$ cat src/rtl/dmem_pkg.sv
// Shared types and constants for the data-memory bus controller.
// State encoding, error-flag bit positions and the default error word.
package dmem_pkg;

   typedef enum logic [1:0] {
      IDLE = 2'd0,
      BUSY = 2'd1,
      DONE = 2'd2
   } state_e;

   localparam int ERR_MISALIGN = 0;
   localparam int ERR_TIMEOUT  = 1;

   localparam logic [31:0] ERR_DATA_DEFAULT = 32'hDEADBEEF;

endpackage

$ cat src/rtl/dmem_bus_ctrl_timeout.sv
// Wait-cycle counter for an outstanding bus transaction.
// expired is high in the BUSY cycle that would make the count reach TIMEOUT.
module bus_timeout_ctr #(
   parameter int TIMEOUT = 255
) (
   input  logic clk,
   input  logic reset,
   input  logic clr,
   input  logic en,
   output logic expired
);

   localparam int CW = (TIMEOUT > 1) ? $clog2(TIMEOUT) : 1;
   localparam logic [CW-1:0] LAST = CW'(TIMEOUT - 1);

   logic [CW-1:0] count_q;
   logic [CW-1:0] count_d;

   // expiry is only meaningful while counting
   always_comb begin
      expired = en && (count_q == LAST);
   end

   // clear has priority; expiry restarts the count so it never wraps
   always_comb begin
      count_d = count_q;
      if (clr || expired) begin
         count_d = '0;
      end else if (en) begin
         count_d = count_q + 1'b1;
      end
   end

   // count register
   always_ff @(posedge clk or posedge reset) begin
      if (reset) begin
         count_q <= '0;
      end else begin
         count_q <= count_d;
      end
   end

endmodule

$ cat src/rtl/dmem_bus_ctrl.sv
// Data-memory access controller: turns a datapath load/store into a
// req/ack bus transaction and stalls the core until it completes.
module dmem_bus_ctrl
   import dmem_pkg::*;
#(
   parameter int              AW       = 32,
   parameter int              DW       = 32,
   parameter int              TIMEOUT  = 255,
   parameter logic [DW-1:0]   ERR_DATA = ERR_DATA_DEFAULT
) (
   input  logic          clk,
   input  logic          reset,
   input  logic          memread,
   input  logic          memwrite,
   input  logic [AW-1:0] aluout,
   input  logic [DW-1:0] writedata,
   output logic [DW-1:0] readdata,
   output logic          stall,
   output logic          bus_req,
   output logic          bus_we,
   output logic [AW-1:0] bus_addr,
   output logic [DW-1:0] bus_wdata,
   input  logic          bus_ack,
   input  logic [DW-1:0] bus_rdata,
   output logic [1:0]    err,
   input  logic          err_clr
);

   state_e        state_q;
   state_e        state_d;
   logic [DW-1:0] readdata_q;
   logic [DW-1:0] readdata_d;
   logic          bus_req_q;
   logic          bus_req_d;
   logic          bus_we_q;
   logic          bus_we_d;
   logic [AW-1:0] bus_addr_q;
   logic [AW-1:0] bus_addr_d;
   logic [DW-1:0] bus_wdata_q;
   logic [DW-1:0] bus_wdata_d;
   logic [1:0]    err_q;
   logic [1:0]    err_d;
   logic          stall_c;

   logic access;
   logic aligned;
   logic ctr_en;
   logic ctr_clr;
   logic expired;

   assign access  = memread | memwrite;
   assign aligned = (aluout[1:0] == 2'b00);
   assign ctr_en  = (state_q == BUSY);
   assign ctr_clr = (state_q != BUSY) | bus_ack;

   bus_timeout_ctr #(
      .TIMEOUT(TIMEOUT)
   ) u_ctr (
      .clk    (clk),
      .reset  (reset),
      .clr    (ctr_clr),
      .en     (ctr_en),
      .expired(expired)
   );

   // state register
   always_ff @(posedge clk or posedge reset) begin
      if (reset) begin
         state_q <= IDLE;
      end else begin
         state_q <= state_d;
      end
   end

   // next state: ack wins over a timeout landing in the same cycle
   always_comb begin
      state_d = state_q;
      unique case (state_q)
         IDLE: if (access && aligned) state_d = BUSY;
         BUSY: if (bus_ack || expired) state_d = DONE;
         DONE: state_d = IDLE;
         default: state_d = IDLE;
      endcase
   end

   // outputs and datapath register updates
   always_comb begin
      stall_c     = 1'b0;
      readdata_d  = readdata_q;
      bus_req_d   = bus_req_q;
      bus_we_d    = bus_we_q;
      bus_addr_d  = bus_addr_q;
      bus_wdata_d = bus_wdata_q;
      err_d       = err_clr ? 2'b00 : err_q;
      unique case (state_q)
         IDLE: begin
            if (access) begin
               if (aligned) begin
                  stall_c     = 1'b1;
                  bus_req_d   = 1'b1;
                  bus_we_d    = memwrite;
                  bus_addr_d  = aluout;
                  bus_wdata_d = writedata;
               end else begin
                  err_d[ERR_MISALIGN] = 1'b1;
                  readdata_d          = '0;
               end
            end
         end
         BUSY: begin
            stall_c = 1'b1;
            if (bus_ack) begin
               bus_req_d = 1'b0;
               if (!bus_we_q) readdata_d = bus_rdata;
            end else if (expired) begin
               bus_req_d          = 1'b0;
               err_d[ERR_TIMEOUT] = 1'b1;
               if (!bus_we_q) readdata_d = ERR_DATA;
            end
         end
         DONE: ;
         default: ;
      endcase
   end

   // datapath registers
   always_ff @(posedge clk or posedge reset) begin
      if (reset) begin
         readdata_q  <= '0;
         bus_req_q   <= 1'b0;
         bus_we_q    <= 1'b0;
         bus_addr_q  <= '0;
         bus_wdata_q <= '0;
         err_q       <= 2'b00;
      end else begin
         readdata_q  <= readdata_d;
         bus_req_q   <= bus_req_d;
         bus_we_q    <= bus_we_d;
         bus_addr_q  <= bus_addr_d;
         bus_wdata_q <= bus_wdata_d;
         err_q       <= err_d;
      end
   end

   // stall falls with reset so a held load cannot freeze the core
   assign stall     = stall_c & ~reset;
   assign readdata  = readdata_q;
   assign bus_req   = bus_req_q;
   assign bus_we    = bus_we_q;
   assign bus_addr  = bus_addr_q;
   assign bus_wdata = bus_wdata_q;
   assign err       = err_q;

endmodule

$ cat config.mk
export PLATFORM = sky130hd
export DESIGN_NAME = dmem_bus_ctrl
export DESIGN_NICKNAME = d
export VERILOG_FILES = /design/src/rtl/dmem_pkg.sv /design/src/rtl/dmem_bus_ctrl_timeout.sv /design/src/rtl/dmem_bus_ctrl.sv
export SDC_FILE = /design/constraint.sdc
export NUM_CORES = 1
export LEC_CHECK = 0
export BUFFER_PORTS_ARGS = -buffer_cell sky130_fd_sc_hd__buf_4
export CAP_MARGIN = 5
export CORE_MARGIN = 8
export CORE_UTILIZATION = 29
export DETAILED_ROUTE_END_ITERATION = 8
export PLACE_DENSITY = 0.54
export SLEW_MARGIN = 10
export SYNTH_ARGS = -nofsm -noshare
export SYNTH_HDL_FRONTEND = slang
export SYNTH_HIERARCHICAL = 1
export SYNTH_SLANG_ARGS = --single-unit
$ cat constraint.sdc
create_clock -name clk -period 7 [get_ports clk]
set_clock_uncertainty 0.1 [all_clocks]
set_input_delay 1.05 -clock clk [delete_from_list [all_inputs] [get_ports clk]]
set_output_delay 1.05 -clock clk [all_outputs]
set_load 0.05 [all_outputs]
# Word-level counts from Yosys, hierarchy flattened

Cells that the tools add are included.

Register bits: 110
Input bits: 102

Reductions and logical operators: 12
Equality and inequality tests: 10
Multiplexer cells: 27
Bitwise gates (word level): 4
Add/subtract/negate cells: 1

Operators by type and width:

| kind                | count |
|---|---|
| $mux 32             | 6 |
| $pmux 32 s2         | 1 |
| $mux 8              | 2 |
| $mux 1              | 12 |
| $ne 2x2->1 const B  | 6 |
| $add 8x1->8 const B | 1 |
| $eq 8x8->1 const B  | 1 |
| $mux 2              | 3 |
| $reduce_and 5->1    | 1 |
| $logic_not 2->1     | 2 |
| $pmux 1 s2          | 2 |
| $pmux 2 s2          | 1 |
| $reduce_and 4->1    | 1 |
| $reduce_bool 2->1   | 2 |
| $ne 3x3->1 const B  | 1 |
| $reduce_and 3->1    | 1 |
| $eq 2x1->1 const B  | 1 |
| $logic_and 1x1->1   | 2 |
| $logic_or 1x1->1    | 2 |
| $ne 2x1->1 const B  | 1 |
| $or 1x1->1          | 2 |
| $reduce_and 2->1    | 1 |
| $and 1x1->1         | 1 |
| $not 1->1           | 1 |

# Logic depth before layout (Yosys ltp)

Gate-level depths: netlist of the first run.

Word-level depth: 5
Gate-level depth with buffers: 11

# Modules after synthesis

Netlist of the first run, hierarchy kept.

Modules (own cells, without submodules):

| module          | sequential area each (um^2) | instances | cells each | area an instance (um^2) |
|---|---|---|---|---|
| dmem_bus_ctrl   | 2552.4                      | 1         | 344        | 4531.8 |
| bus_timeout_ctr | 200.2                       | 1         | 46         | 467.9 |

# Worst setup path before layout of the first run

OpenSTA, ideal clock, no wires.

Path type: input -> output
Start point: in aluout[0]
End point: out stall
Data arrival time: 2.873 ns
Path buffers: 2
Path slack: 2.977 ns
Required time: 5.850 ns
Stages: 5
Path through: nor2_1 -> buf_2 -> buf_2 -> a21oi_1 -> nor3_1

Longest elaborated chain between the ends: 5

RTL lines:

| what            | RTL line             | source |
|---|---|---|
| from (decl)     | dmem_bus_ctrl.sv:15  | `input logic [AW-1:0] aluout,` |
| $logic_not 2->1 | dmem_bus_ctrl.sv:52  | `assign aligned = (aluout[1:0] == 2'b00);` |
| $mux 1          | dmem_bus_ctrl.sv:98  | `if (aligned) begin` |
| $mux 1          | dmem_bus_ctrl.sv:97  | `if (access) begin` |
| $pmux 1 s2      | dmem_bus_ctrl.sv:95  | `unique case (state_q)` |
| $and 1x1->1     | dmem_bus_ctrl.sv:146 | `assign stall = stall_c & ~reset;` |
| to (decl)       | dmem_bus_ctrl.sv:18  | `output logic stall,` |

No other way between the ends.

# Worst setup path in the final report of the first run

Same ends and word-level chain as after synthesis.

==> results of run 1 <==
power groups by stage:
stage	logic (mW)	clock network, mW	registers, mW
final	1.01	0.502	0.869
after global routing	1.06	0.544	0.890
after CTS	1.03	0.526	0.871
after detailed placement	1.03	0	0.879
after global placement	1.02	0	0.875
after floorplan	0.204	0	1.35
area by class of cell:
class / instances / share of cell area
Inverter: 33 / 0.0181
Sequential cell: 110 / 0.394
Clock buffer: 9 / 0.0322
Timing Repair Buffer: 208 / 0.225
Multi-Input combinational cell: 210 / 0.280
Tap cell: 225 / 0.0403
Clock inverter: 7 / 0.00932
sequential cells by signal (all words and copies together), names as in the netlist:
register,flops
bus_addr,32
bus_wdata,32
readdata,32
u_ctr/count_q,8
err,2
state_q,2
bus_req,1
bus_we,1
metrics by stage:
| stage | hold slack (ns) | instance area, um2 |
|---|---|---|
| 2_1_floorplan | 0.463 | 5000 |
| 3_3_place_gp | 0.372 | 6670 |
| 3_5_place_dp | 0.380 | 6670 |
| 4_1_cts | 0.398 | 6960 |
| 5_1_grt | 0.413 | 6980 |
| 6_report | 0.394 | 6980 |
kinds of logic (layout without fill, tap and decap cells):
family,Yosys count,in the layout,synth area share
flip-flops,110,110,0.551
AO/OA/AOI/OAI,102,102,0.190
XOR/XNOR,4,4,0.00701
adder cells (fa/ha/maj),2,2,0.00500
AND/OR/NAND/NOR,39,39,0.0453
multiplexers,63,63,0.142
buffers and inverters,70,257,0.0603
worst reg2reg max path: cells and delay by family, from the launching register on:
kind / cells / cell delay [ns]
flops: 1 / 0.77
compound gates: 2 / 0.64
simple gates: 4 / 0.99
buf+inv: 2 / 0.48
cells in the mapped netlist, types with 3 or more instances:
library cell | instances | area (um2)
a2111oi_0 | 24 | 210
a211o_1 | 24 | 210
a211oi_2 | 3 | 37.5
a22oi_1 | 8 | 60.1
buf_2 | 10 | 50.1
buf_4 | 3 | 22.5
clkbuf_1 | 21 | 78.8
dfrtp_1 | 110 | 2750
inv_1 | 33 | 124
mux2_1 | 26 | 293
mux2_2 | 37 | 417
nand2_1 | 10 | 37.5
nand2b_1 | 3 | 18.8
nand3_1 | 3 | 15.0
nand4_1 | 3 | 18.8
nor2_1 | 9 | 33.8
o221a_2 | 24 | 270
o221ai_1 | 8 | 70.1
how the worst max path moves through the flow:
stage,slack [ns],to,start
2_1_floorplan,2.98,stall,aluout[0]
3_3_place_gp,3.69,stall,aluout[0]
3_5_place_dp,3.56,readdata[12],state_q[1]
4_1_cts,3.57,readdata[12],state_q[1]
5_1_grt,3.54,stall,aluout[0]
6_report,3.68,stall,aluout[0]
per-layer routing:
metal / GRT usage / wire [um] / up-vias
met5: 0 / 0 / -
met4: 0.0428 / 187 / 0
met2: 0.210 / 6980 / 158
met3: 0.0643 / 1650 / 12
li1: - / - / 1833
met1: 0.154 / 5780 / 1995
==> results.py, run 1 <==
metrics = {
    "status": {
        "status": "complete, no violations",
    },
    "run": {
        "cap_violations": 0,
    },
    "sta": {
        "finalHoldViolations": 0,
        "fin_crit_ns": 3.32,
        "max_freq_mhz": 302,
        "fin_setup_tns_ns": 0,
        "relSlewSlack": 0.288,
        "setup_ws_ns": 3.68,
        "slew_viol_final": 0,
        "layout_worst_path_cycle_share": 0.474,
        "setup_violations": 0,
        "rsz0062_at_grt": "no",
        "worst_pin_slew_ns": 1.07,
    },
    "detailed_routing": {
        "drtAntennaViolNets": 0,
        "drtIter0Drc": 220,
        "dr.pass1.iters": 4,
        "drc": 0,
        "avgViaCountPerCell": 4.99,
        "wl_per_cell_um": 18.2,
        "via_count": 3998,
        "totalWireLength_um": 14600,
    },
    "worst_setup_path": {
        "rr_startpoint": "state_q[1]",
        "end_kind": "output pin",
        "path_buf_inv": 3,
        "critPathMaxFanout": 34,
        "start_kind": "primary input",
        "worstPathRequired_ns": 5.85,
        "worst-endpoint-arrival_ns": 2.17,
        "cpMostUsedCell": "buf_4",
        "rr_endpoint": "readdata[12]",
        "cp_top_family": "buffers and inverters",
        "crit_slowest_cell": "buf_4",
        "worstSetupPathType": "in -> out",
        "r2r_slack_ns": 3.97,
        "path_cells": "buf_4, nor2_2, buf_4, a21oi_1, nor3_1, buf_4",
        "ff2ff_path_depth": 8,
        "cpPeakStageDelay_ns": 0.37,
        "worst-path-stages": 6,
    },
    "cells_and_area": {
        "drive_gt1_frac": 0.522,
        "multi_input_area_mm2": 0.00196,
        "final_core_util": 0.409,
        "layout.nets": 676,
        "layout_common_cells": "buf_4 (207), dfrtp_1 (109), mux2_2 (37)",
        "fin_cells": 802,
        "fillers": 1683,
        "seq_area_mm2": 0.00275,
        "diodes": 0,
        "synthToLayoutAreaGrowth_pct": 39.7,
        "layout_commonest_cell": "buf_4",
    },
    "synthesis": {
        "synth_async_sr_flop_share": 1.00,
        "synth-seq-cells": 110,
        "synth.avg_cell_area_um2": 12.8,
        "synth_ff_type": "dfrtp_1",
        "seq_area_frac_synth": 0.551,
        "synth_fp_nets": 494,
        "synth_edf_count": 0,
        "ys.warnings.count": 6,
        "synthCells": 390,
        "synth_area_mm2": 0.00500,
        "synthDistinctLibCells": 43,
    },
    "clocking": {
        "cts-buffers-inserted": 9,
        "cts_setup_buffers": 0,
        "htree_levels": 3,
        "cts.sink_count": 110,
        "cts-hold-fix-buffers": 0,
        "clockBufferDepth": 2,
        "clk_latency_ns": 0.34,
        "root_buffer": "clkbuf_16",
        "cts_resized": 0,
        "clk_pin_slew_ns": 0.08,
        "cts_tree": "yes",
    },
    "power": {
        "swShare": 0.432,
        "irDropWorstVdd_mv": 0.218,
        "internal_power_mw": 1.36,
        "pwr-share-comb": 0.425,
        "p_total_mw": 2.38,
        "power_density_mw_per_mm2": 341,
        "leakagePower_nw": 3.44,
        "p_sw_mw": 1.03,
        "p_clk_frac": 0.210,
        "pwr-share-seq": 0.364,
    },
    "placement": {
        "dpl_worst_slack_ns": 3.56,
        "dp.cells": 785,
        "gp_congestion": 0.716,
        "io_buffers": 202,
        "dp_hpwl_um": 10400,
    },
    "global_routing": {
        "grt_pass1_wl_um": 23400,
        "antenna_found_initial": 0,
        "grt_pass1_vias": 4326,
        "overflow": 0,
        "grt_max_degree": 75,
        "track_usage": 0.132,
    },
    "die": {
        "dieArea_mm2": 0.0217,
        "ioPinCount": 203,
        "coreArea_mm2": 0.0171,
        "start_util": 0.293,
        "rows": 48,
        "chipWidth_um": 147,
        "die_h_um": 147,
    },
    "worst_hold_path": {
        "whs_path_depth": 1,
        "hold_class": "reg -> reg",
        "hold_end": "bus_wdata[15]",
        "hold_path_startpoint": "bus_wdata[15]",
    },
}
(Power assumes the default switching activity.)
==> run 2: changes to the inputs <==
Settings changed: ABC_AREA set to 1, PLACE_DENSITY 0.54 to 0.55.
Clock period 7 ns to 2.85 ns, I/O delays scaled along.
==> run 2 against run 1 <==
  * Global-route usage increased by 1.6 points
  * Sequential share of layout area decreased by 0.87 points
  * Combinational power increased by 150%
  * Sequential power increased by 140%
  * Cell area increased by 2.2%
  * Critical path type is now reg -> out
==> results.py, run 2 <==
metrics = {
    "status": {
        "status": "complete, no violations",
    },
    "global_routing": {
        "grt_pass1_wl_um": 26500,
        "grt_pass1_vias": 4850,
        "antenna_found_initial": 0,
        "track_usage": 0.148,
        "grt_max_degree": 68,
        "overflow": 0,
    },
    "worst_setup_path": {
        "path_cells": "nor2_4, buf_4, nand2_2, a21oi_1, buf_4",
        "critPathMaxFanout": 21,
        "cpMostUsedCell": "buf_4",
        "worst-endpoint-arrival_ns": 1.65,
        "worstSetupPathType": "reg -> out",
        "crit_slowest_cell": "dfrtp_1",
        "start_kind": "flop",
        "end_kind": "output pin",
        "rr_startpoint": "state_q[0]",
        "crit_start": "state_q[0]",
        "worstPathRequired_ns": 2.32,
        "cpPeakStageDelay_ns": 0.43,
    },
    "clocking": {
        "clockBufferDepth": 2,
        "cts-buffers-inserted": 9,
        "cts-hold-fix-buffers": 1,
        "cts_setup_buffers": 0,
        "cts.sink_count": 110,
        "clk_pin_slew_ns": 0.08,
        "clk_latency_ns": 0.35,
        "root_buffer": "clkbuf_16",
        "htree_levels": 3,
        "cts_resized": 0,
        "cts_tree": "yes",
    },
    "detailed_routing": {
        "drtAntennaViolNets": 0,
        "highest_layer": "met4",
        "routedLengthMet1_um": 7280,
        "drtIter0Drc": 195,
        "wl_per_cell_um": 15.6,
        "wl_met2_um": 6800,
        "avgViaCountPerCell": 4.50,
        "drc": 0,
        "totalWireLength_um": 16300,
        "dr.pass1.iters": 6,
        "route.met3.wl_um": 2030,
        "via_count": 4703,
    },
    "cells_and_area": {
        "layout_common_cells": "buf_4 (213), nand2_1 (203), dfrtp_1 (110)",
        "final_cell_area_mm2": 0.00714,
        "diodes": 0,
        "synthToLayoutAreaGrowth_pct": 38.8,
        "layout.nets": 920,
        "drive_gt1_frac": 0.307,
        "layout_commonest_cell": "buf_4",
    },
    "power": {
        "p_total_mw": 5.84,
        "irDropWorstVdd_mv": 0.399,
        "power_density_mw_per_mm2": 818,
        "leakagePower_nw": 3.96,
    },
    "worst_hold_path": {
        "hold_path_startpoint": "writedata[28]",
        "hold_class": "in -> reg",
    },
    "placement": {
        "place_area_mm2": 0.00683,
        "dp_hpwl_um": 11400,
        "gp_congestion": 0.765,
        "io_buffers": 202,
    },
    "die": {
        "rows": 48,
        "coreArea_mm2": 0.0173,
        "chipWidth_um": 149,
        "ioPinCount": 203,
        "die_h_um": 149,
        "dieArea_mm2": 0.0223,
        "start_util": 0.297,
    },
    "sta": {
        "slew_viol_final": 0,
        "layout_worst_path_cycle_share": 0.764,
        "max_freq_mhz": 459,
        "fin_setup_tns_ns": 0,
        "relSlewSlack": 0.503,
        "fin_crit_ns": 2.18,
        "rsz0062_at_grt": "no",
        "setup_violations": 0,
        "worst_pin_slew_ns": 0.745,
        "finalHoldViolations": 0,
        "holdWs_ns": 0.199,
    },
    "synthesis": {
        "synthCells": 632,
        "yosys.area.top_type_share": 0.535,
        "synth_async_sr_flop_share": 1.00,
        "synthDistinctLibCells": 23,
        "synth_area_leaders": "dfrtp_1 (54%), nand2_1 (15%), nand3_1 (6.5%)",
        "synth_ff_type": "dfrtp_1",
        "synth_fp_nets": 736,
        "synthTopCellsByCount": "nand2_1 (204), dfrtp_1 (110), nand3_1 (67)",
        "yosysMostFrequentCell": "nand2_1",
        "synth.avg_cell_area_um2": 8.14,
        "seq_area_frac_synth": 0.535,
        "synth_largest_area_cell": "dfrtp_1",
        "ys.warnings.count": 6,
        "synth_edf_count": 0,
        "synth-seq-cells": 110,
        "synth_area_mm2": 0.00514,
    },
    "run": {
        "cap_violations": 0,
    },
}
[run 2: metal layers]
metal / up-vias / GRT usage
met2: 183 / 0.213
met1: 2151 / 0.192
li1: 2357 / -
met4: 0 / 0.0409
met3: 12 / 0.0743
met5: - / 0
[run 2: cells by family (layout without fill, tap and decap cells)]
group,count (synthesis),after routing,synth area share
compound gates,37,37,0.0516
xor+xnor,2,2,0.00341
fa+ha+maj,2,2,0.00486
buf+inv,96,285,0.0798
flops,110,110,0.535
simple gates,385,385,0.325
[run 2: worst paths after layout]
kind                                     to  slack [ns]  cells after the start
hold reg to reg                 bus_addr[0]        0.37                      2
setup / recovery                      stall        0.67                      5
setup reg to reg               readdata[19]        0.70                     13
hold / removal                bus_wdata[28]        0.20                      3
min in group asynchronous  u_ctr/count_q[7]        0.52                      3
max in group asynchronous     bus_wdata[24]        1.39                      4
[run 2: where the power goes]
| part | total [mW] | internal (mW) | leakage (nW) | switching (mW) |
|---|---|---|---|---|
| registers | 2.06 | 1.87 | 1.42 | 0.186 |
| logic | 2.49 | 0.708 | 2.40 | 1.78 |
| clock network | 1.29 | 0.686 | 0.142 | 0.606 |
[run 2: metrics by stage]
stage               std cells  worst slack (ns)  utilization
CTS                      1046             0.620        0.413
global route             1046             0.428        0.413
finish                   1046             0.671        0.413
global placement         1029             0.710        0.395
floorplan                 632             0.543            -
detailed placement       1029             0.670        0.395
[run 2: area by class of cell]
| type | count | area, um2 |
|---|---|---|
| sequential | 110 | 2750 |
| clock buffer | 9 | 225 |
| inverter | 55 | 210 |
| multi-input combinational | 426 | 1990 |
| timing repair buffer | 214 | 1610 |
| clock inverter | 7 | 72.6 |
| fill | 1851 | 10200 |
| tap | 225 | 282 |
[run 2: worst max-delay path, delay by kind of cell, from the launching register on]
| kind | cells | cell delay (ns) |
|---|---|---|
| AO/OA/AOI/OAI | 1 | 0.13 |
| buffers and inverters | 2 | 0.48 |
| flip-flops | 1 | 0.43 |
| AND/OR/NAND/NOR | 2 | 0.26 |
==> run 3: changes to the inputs <==
Clock period 2.85 ns to 1.9 ns, I/O delays scaled along.
==> run 3 against run 2 <==
  * Sequential cell count unchanged
  * Clock-buffer cell count unchanged
  * Critical endpoint unchanged
  * Combinational power increased by 54%
  * Hold slack got worse by 0.14 ns
  * Register-to-register slack lost 0.53 ns
  * Cell area is 2.9% higher
  * Critical path type unchanged
  * Sequential share of layout area is 1.1 points lower
  * Global-route usage is 0.28 points lower
  * Sequential power rose by 50%
  * Clock power is 56% higher
==> results.py, run 3 (synthesized netlist as in run 2, its figures left out) <==
metrics = {
    "die": {
        "coreArea_mm2": 0.0173,
        "rows": 48,
        "start_util": 0.297,
        "dieArea_mm2": 0.0223,
        "die_h_um": 149,
        "chipWidth_um": 149,
        "ioPinCount": 203,
    },
    "power": {
        "power_density_mw_per_mm2": 1220,
        "leakagePower_nw": 4.05,
        "irDropWorstVdd_mv": 0.635,
    },
    "clocking": {
        "cts.sink_count": 110,
        "clockBufferDepth": 2,
        "cts_tree": "yes",
        "htree_levels": 3,
        "root_buffer": "clkbuf_16",
        "cts-buffers-inserted": 9,
        "clk_pin_slew_ns": 0.08,
        "clk_latency_ns": 0.35,
    },
    "sta": {
        "fin_crit_ns": 1.80,
        "finalHoldViolations": 0,
        "setup_violations": 0,
        "fin_setup_tns_ns": 0,
        "relSlewSlack": 0.529,
        "slew_viol_final": 0,
        "worst_pin_slew_ns": 0.706,
        "layout_worst_path_cycle_share": 0.949,
        "max_freq_mhz": 555,
        "rsz0062_at_grt": "no",
    },
    "detailed_routing": {
        "dr.pass1.iters": 4,
        "via_count": 4754,
        "drtAntennaViolNets": 0,
        "totalWireLength_um": 16200,
        "wl_per_cell_um": 15.3,
        "drtIter0Drc": 217,
        "avgViaCountPerCell": 4.50,
        "drc": 0,
    },
    "worst_setup_path": {
        "worstSetupPathType": "reg -> out",
        "r2r_slack_ns": 0.17,
        "start_kind": "flop",
        "worstPathRequired_ns": 1.51,
        "critPathMaxFanout": 4,
        "worst-endpoint-arrival_ns": 1.42,
        "end_kind": "output pin",
    },
    "global_routing": {
        "antenna_found_initial": 0,
        "grt_max_degree": 68,
        "grt_pass1_wl_um": 25900,
        "overflow": 0,
        "track_usage": 0.145,
        "grt_pass1_vias": 4876,
    },
    "cells_and_area": {
        "layout.nets": 930,
        "layout_commonest_cell": "buf_4",
        "diodes": 0,
        "fin_cells": 1056,
        "drive_gt1_frac": 0.320,
        "synthToLayoutAreaGrowth_pct": 42.9,
        "fillers": 1786,
        "layout_common_cells": "buf_4 (212), nand2_1 (202), dfrtp_1 (110)",
    },
    "placement": {
        "gp_congestion": 0.733,
        "dp.cells": 1037,
        "dp_hpwl_um": 11500,
        "io_buffers": 202,
    },
    "status": {
        "status": "complete, no violations",
    },
    "run": {
        "cap_violations": 0,
    },
    "worst_hold_path": {
        "hold_class": "in -> reg",
    },
}
## run 3: cell count changes in the layout (fill, tap and decap cells not counted), sizes merged
cell,previous run,this run
buf,213,223
clkinv,2,1
inv,56,57
## run 3: worst max-delay path, cell delays in order (launching register included)
cell and delay [ns]:
dfrtp_1 0.40, buf_4 0.15, nor2_4 0.14, nand2_2 0.08, a21oi_2 0.13, buf_6 0.17
## run 3: path summary, 6_finish.rpt
path / startpoint / end / depth (start not counted)
max in group asynchronous: reset / bus_wdata[10] / 4
setup reg to reg: u_ctr/count_q[0] / readdata[6] / 13
hold / removal: aluout[18] / bus_addr[18] / 3
hold reg to reg: bus_wdata[23] / bus_wdata[23] / 2
min in group asynchronous: reset / u_ctr/count_q[0] / 3
setup / recovery: state_q[1] / stall / 5
## run 3: where the power goes
group	internal [mW]	total [mW]	switching (mW)
combinational	1.14	3.83	2.69
clock	1.06	2.01	0.955
sequential	2.81	3.09	0.277
## run 3: layout make-up
| cell class | instances | area, um2 | share of cell area |
|---|---|---|---|
| Timing Repair Buffer | 224 | 1780 | 0.242 |
| Tap cell | 225 | 282 | 0.0383 |
| Clock buffer | 9 | 225 | 0.0306 |
| Clock inverter | 7 | 92.6 | 0.0126 |
| Inverter | 55 | 213 | 0.0289 |
| Multi-Input combinational cell | 426 | 2000 | 0.272 |
| Sequential cell | 110 | 2750 | 0.375 |
## run 3: repair_timing
action,in CTS,in global routing
setup endpoints to repair,0,33
setup buffers,0,2
hold buffers,1,0
gates resized for setup,0,11
hold endpoints to repair,19,0
## run 3: through the flow
stage                     area (um2)  power, mW  hold WS [ns]   util  setup WS (ns)
after floorplan                 5150       5.63      0.000658      -          0.100
after global placement          6970       6.98         0.198  0.403         0.0842
after detailed placement        6970       6.98         0.201  0.403         0.0607
after CTS                       7300       9.04        0.0388  0.422        0.00115
after global routing            7350       9.43        0.0485  0.425         0.0194
final                           7350       8.93        0.0566  0.425         0.0971
## run 3: per-layer routing
metal  global-route usage  up-vias  share of wire
li1                     -     2381              -
met1                0.191     2174           0.45
met2                0.205      189           0.41
met3               0.0722       10           0.13
met4               0.0439        0          0.011
met5                    0        -              0
